<file path="src/rtl/frame_loader_bram0.sv">
// frame_loader_bram0: stores one video frame of IMAGE_WIDTH x IMAGE_HEIGHT pixels
// into BRAM0 through a registered write port.
//
// Ports:
//   clk, rst_n           - clock (rising edge), synchronous active-low reset
//   i_start              - arm the loader for one frame (honoured in IDLE only)
//   i_valid / o_ready    - pixel beat handshake
//   i_data, i_sof, i_eol - pixel value, first-pixel-of-frame, last-pixel-of-line
//   b0_d0/ce0/we0/addr0  - BRAM0 write port, one cycle after the accepted beat
//   o_complete           - one-cycle pulse with the final write strobe
//   o_num_cnt            - pixel count of the last stored frame
//   o_err                - sticky framing error (cleared by the next accepted i_start)
//   o_state              - FSM state: 00 IDLE, 01 WAIT_SOF, 10 LOAD, 11 DONE
module frame_loader_bram0 #(
  parameter int unsigned DATA_WIDTH   = 8,
  parameter int unsigned ADDR_WIDTH   = 16,
  parameter int unsigned IMAGE_WIDTH  = 279,
  parameter int unsigned IMAGE_HEIGHT = 210
) (
  input  logic                  clk,
  input  logic                  rst_n,
  input  logic                  i_start,
  input  logic                  i_valid,
  output logic                  o_ready,
  input  logic [DATA_WIDTH-1:0] i_data,
  input  logic                  i_sof,
  input  logic                  i_eol,
  output logic [DATA_WIDTH-1:0] b0_d0,
  output logic                  b0_ce0,
  output logic                  b0_we0,
  output logic [ADDR_WIDTH-1:0] b0_addr0,
  output logic                  o_complete,
  output logic [ADDR_WIDTH-1:0] o_num_cnt,
  output logic                  o_err,
  output logic [1:0]            o_state
);

  localparam int unsigned ImageSize = IMAGE_WIDTH * IMAGE_HEIGHT;
  localparam int unsigned ColW      = (IMAGE_WIDTH > 1) ? $clog2(IMAGE_WIDTH) : 1;
  localparam int unsigned RowW      = $clog2(IMAGE_HEIGHT + 1);

  localparam logic [ADDR_WIDTH-1:0] LastPix   = ADDR_WIDTH'(ImageSize - 1);
  localparam logic [ADDR_WIDTH-1:0] FrameSize = ADDR_WIDTH'(ImageSize);
  localparam logic [ColW-1:0]       LastCol   = ColW'(IMAGE_WIDTH - 1);

  typedef enum logic [1:0] {
    StIdle    = 2'b00,
    StWaitSof = 2'b01,
    StLoad    = 2'b10,
    StDone    = 2'b11
  } state_e;

  state_e                state_q, state_d;
  logic [ADDR_WIDTH-1:0] pix_q, pix_d;
  logic [ColW-1:0]       col_q, col_d;
  logic [RowW-1:0]       row_q, row_d;
  logic                  err_q, err_d;
  logic [ADDR_WIDTH-1:0] num_q, num_d;
  logic                  we_q, we_d;
  logic [ADDR_WIDTH-1:0] addr_q, addr_d;
  logic [DATA_WIDTH-1:0] data_q, data_d;

  // Position of the beat being written; forced to the frame origin on a start-of-frame beat.
  logic                  do_wr;
  logic [ADDR_WIDTH-1:0] wr_pix;
  logic [ColW-1:0]       wr_col;
  logic [RowW-1:0]       wr_row;
  logic                  accept;

  always_comb begin
    state_d = state_q;
    pix_d   = pix_q;
    col_d   = col_q;
    row_d   = row_q;
    err_d   = err_q;
    num_d   = num_q;
    we_d    = 1'b0;
    addr_d  = addr_q;
    data_d  = data_q;
    do_wr   = 1'b0;
    wr_pix  = pix_q;
    wr_col  = col_q;
    wr_row  = row_q;

    o_ready = (state_q == StWaitSof) || (state_q == StLoad);
    accept  = i_valid && o_ready;

    unique case (state_q)
      StIdle: begin
        if (i_start) begin
          state_d = StWaitSof;
          err_d   = 1'b0;
          pix_d   = '0;
          col_d   = '0;
          row_d   = '0;
        end
      end
      StWaitSof: begin
        // Beats before the first start-of-frame are swallowed without a write.
        if (accept && i_sof) begin
          do_wr  = 1'b1;
          wr_pix = '0;
          wr_col = '0;
          wr_row = '0;
        end
      end
      StLoad: begin
        if (accept) begin
          do_wr = 1'b1;
          // A fresh start-of-frame mid-load is an error, but the new frame is taken from here.
          if (i_sof) begin
            err_d  = 1'b1;
            wr_pix = '0;
            wr_col = '0;
            wr_row = '0;
          end
        end
      end
      StDone: begin
        state_d = StIdle;
      end
      default: begin
        state_d = StIdle;
      end
    endcase

    if (do_wr) begin
      we_d   = 1'b1;
      addr_d = wr_pix;
      data_d = i_data;
      pix_d  = wr_pix + 1'b1;
      if (i_eol != (wr_col == LastCol)) begin
        err_d = 1'b1;
      end
      if (wr_col == LastCol) begin
        col_d = '0;
        row_d = wr_row + 1'b1;
      end else begin
        col_d = wr_col + 1'b1;
        row_d = wr_row;
      end
      if (wr_pix == LastPix) begin
        state_d = StDone;
        num_d   = FrameSize;
      end else begin
        state_d = StLoad;
      end
    end
  end

  always_ff @(posedge clk) begin
    if (!rst_n) begin
      state_q <= StIdle;
      pix_q   <= '0;
      col_q   <= '0;
      row_q   <= '0;
      err_q   <= 1'b0;
      num_q   <= '0;
      we_q    <= 1'b0;
      addr_q  <= '0;
      data_q  <= '0;
    end else begin
      state_q <= state_d;
      pix_q   <= pix_d;
      col_q   <= col_d;
      row_q   <= row_d;
      err_q   <= err_d;
      num_q   <= num_d;
      we_q    <= we_d;
      addr_q  <= addr_d;
      data_q  <= data_d;
    end
  end

  assign b0_ce0     = we_q;
  assign b0_we0     = we_q;
  assign b0_addr0   = addr_q;
  assign b0_d0      = data_q;
  assign o_complete = (state_q == StDone);
  assign o_num_cnt  = num_q;
  assign o_err      = err_q;
  assign o_state    = state_q;

endmodule

</file>
<file path="config.mk">
export PLATFORM = sky130hd
export DESIGN_NAME = frame_loader_bram0
export DESIGN_NICKNAME = d
export VERILOG_FILES = /design/src/rtl/frame_loader_bram0.sv
export SDC_FILE = /design/constraint.sdc
export NUM_CORES = 1
export LEC_CHECK = 0
export CAP_MARGIN = 40
export CELL_PAD_IN_SITES_DETAIL_PLACEMENT = 1
export CELL_PAD_IN_SITES_GLOBAL_PLACEMENT = 1
export CORE_UTILIZATION = 41
export CTS_CLUSTER_DIAMETER = 120
export DETAILED_ROUTE_END_ITERATION = 10
export GPL_ROUTABILITY_DRIVEN = 1
export GPL_TIMING_DRIVEN = 1
export PLACE_DENSITY_LB_ADDON = 0.1
export SKIP_LAST_GASP = 1
export SYNTH_ARGS = -nofsm -noshare
export SYNTH_HDL_FRONTEND = slang
export SYNTH_SLANG_ARGS = --single-unit
</file>
<file path="constraint.sdc">
create_clock -name clk -period 6.7 [get_ports clk]
set_clock_uncertainty 0.1 [all_clocks]
set_input_delay 1.34 -clock clk [delete_from_list [all_inputs] [get_ports clk]]
set_output_delay 1.34 -clock clk [all_outputs]
set_load 0.01 [all_outputs]
</file>
==> run_results.csv <==
group,metric,value,unit
global_routing,gr-usage-all-layers,0.229,
setup_path,critPathLaunchType,"input pin",
drt,drcViolationCount,0,
place,place_ws,2.07,ns
setup_path,cp.required,6.82,ns
power_and_ir_drop,seq_power_share,0.554,
floorplanning,start_util,0.435,
status,status,"completed",
floorplanning,die_area,7270,sq um
synth,netlist_area,2840,sq um
synth,synth_edf_count,0,
global_routing,grt_pass1_vias,2595,
setup_path,path_common_cell,"nand2_1",
setup_path,crit_chain,"clkdlybuf4s50_1, o2bb2ai_4, nand2_1, nand2_1, ha_1, nand4bb_1, a211oi_2, a2111oi_0, a211o_1",
drt,ant_nets,0,
synth,synth_top_area_share,0.380,
layout,final_core_util,0.523,
sta,finalSetupViolations,0,
synth,ys_async_sr_fraction,0,
global_routing,grt_overflow,0,
drt,wire_per_inst,17.9,um
job,cap_violations,0,
cts,cts_root_buffer,"clkbuf_8",
place,postPlaceCellArea,3320,sq um
power_and_ir_drop,pwr-share-comb,0.106,
place,gp_congestion,0.857,
floorplanning,dieWidth,85.3,um
synth,post_synth.cell_area_avg,8.57,sq um
cts,ctsHoldBuffers,0,
cts,htree_levels,2,
sta,tightest_slew,0.904,ns
drt,drt_iter0_markers,142,
power_and_ir_drop,p_leak,1.20,nW
layout,diodes,0,
layout,final_net_count,387,
cts,postCtsSetupRepairBufs,0,
drt,wirelength,7940,um
setup_path,slowest_delay,0.77,ns
drt,viasPerCell,5.96,
power_and_ir_drop,p_per_area,171,nW/um^2
setup_path,criticalPathCategory,"input pin to flip-flop",
power_and_ir_drop,total_power,585,uW
place,dp_hpwl,5630,um
sta,report.final.slew_viol_count,0,
setup_path,cp_slowest_cell,"a211oi_2",
cts,clock_sinks,54,
synth,netlist_instances,332,
synth,synthTopCellsByArea,"dfxtp_1 38%, nand2_1 6.2%, buf_4 5.3%, a21oi_1 5.1%, ha_1 3.5%",
sta,min_period_over_period,0.652,
cts,cts_resized,0,
sta,period_minus_slack,4.37,ns
synth,yosysTopAreaCell,"dfxtp_1",
global_routing,grt_max_degree,26,
sta,worst_slack,2.33,ns
cts,clock_path_buffers,2,
power_and_ir_drop,clkPwrFrac,0.340,
synth,synthFlopType,"dfxtp_1",
cts,cts_buffers,5,
power_and_ir_drop,p_switching,161,uW
setup_path,crit_buf_inv,1,
floorplanning,num_rows,29,
cts,clock_latency,0.32,ns
layout,syn_to_final_growth,20.1,%
sta,slew_headroom,0.396,
synth,ys_top_cells_by_count,"54 x dfxtp_1, 47 x nand2_1, 29 x a21oi_1, 20 x buf_4, 17 x nor2_1",
layout,drive_above_1_share,0.0546,
synth,yosys.cell_count.top_type,"dfxtp_1",
global_routing,antenna_found_initial,0,
setup_path,endpoint_kind,"flip-flop",
power_and_ir_drop,ir_worst_vdd,0.0733,mV
floorplanning,die_h,85.3,um
global_routing,grt_pass1_wl,13200,um
cts,cts_tree,"built",
synth,synth_seq_cells,54,
power_and_ir_drop,p_int,423,uW
sta,hold_viol,0,
setup_path,cpLargestDelayFamily,"compound AO/OA/AOI/OAI gates",
sta,fmax,0.229,GHz
floorplanning,core,6530,sq um
setup_path,cp_max_fo,18,
synth,synth_cell_types,61,
synth,ys_seq_area_frac,0.380,
power_and_ir_drop,switching_share,0.276,
layout,fin_area,3420,sq um
synth,yosysWarnings,0,
sta,rsz0062_at_grt,"no",
worst_hold_path,hold_path_class,"flip-flop to flip-flop",
drt,drtPass1Iterations,4,
floorplanning,io_pins,61,
cts,clk_pin_slew,0.11,ns
drt,via_count,2640,
setup_path,worstPathArrival,4.48,ns
place,numPortBuffers,54,
sta,final.setup.tns,0,ns
[area by class of cell]
cell class	count	area [sq um]
Clock inverter	3	28.8
Fill cell	762	3110
Clock buffer	5	68.8
Multi-Input combinational cell	237	1510
Sequential cell	54	1080
Inverter	10	37.5
Timing Repair Buffer	57	591
Tap cell	77	96.3
[worst min-delay path, stage by stage (launching register included)]
cell and delay (ns):
dfxtp_1 0.32, nand2_1 0.05, a21oi_1 0.05
[cell families after synthesis]
group,Yosys count,share of synthesized area
fa+ha+maj,8,0.0352
xor+xnor,2,0.00616
compound gates,102,0.271
buf+inv,46,0.0941
other cells,1,0.00132
simple gates,119,0.212
flops,54,0.380
[power groups by stage]
stage                     clock (mW)  sequential, mW  combinational [mW]
after floorplan                    0           0.332              0.0376
after global placement             0           0.331              0.0581
after detailed placement           0           0.332              0.0611
after CTS                      0.203           0.324              0.0615
after global routing           0.217           0.325              0.0667
final                          0.199           0.324              0.0618
[per-stage QoR]
stage	instances	hold slack [ns]
5_1_grt	443	0.386
3_3_place_gp	433	0.341
2_1_floorplan	337	0.359
6_report	443	0.360
4_1_cts	443	0.363
3_5_place_dp	435	0.347
[sequential cells by signal, summed over array words and instances, names as in the netlist]
| signal | flops |
|---|---|
| o_err | 1 |
| pix_q | 16 |
| b0_d0 | 8 |
| b0_ce0 | 1 |
| o_state | 2 |
| col_q | 9 |
| o_num_cnt | 1 |
| b0_addr0 | 16 |
[path summary, 6_finish.rpt]
| kind | start | endpoint | slack, ns | cells after the start |
|---|---|---|---|---|
| worst min register to register | b0_d0[5] | b0_d0[5] | 0.36 | 2 |
| worst max register to register | o_state[0] | col_q[7] | 3.04 | 9 |
| worst min-delay path | b0_d0[5] | b0_d0[5] | 0.36 | 2 |
| worst max-delay path | i_sof | col_q[7] | 2.33 | 9 |
[placed cells by master (no fill, tap or decap), types with 5 or more instances in the layout]
cell type / n
o21ai_0: 6
nor3_1: 5
a22oi_1: 8
dfxtp_1: 54
nand2_1: 47
nor2_1: 17
nand3_1: 12
conb_1: 6
and2_1: 9
inv_1: 9
clkdlybuf4s50_1: 54
ha_1: 8
a21oi_1: 29
and3_1: 6
a31oi_1: 9
a22o_1: 5
clkbuf_8: 5
[layer usage]
layer | GRT usage | share of wire
met5 | 0 | 0
met4 | 0.0742 | 0.016
met3 | 0.0438 | 0.054
met2 | 0.391 | 0.47
met1 | 0.291 | 0.46
Note: power is estimated with default switching activity, not from simulation.
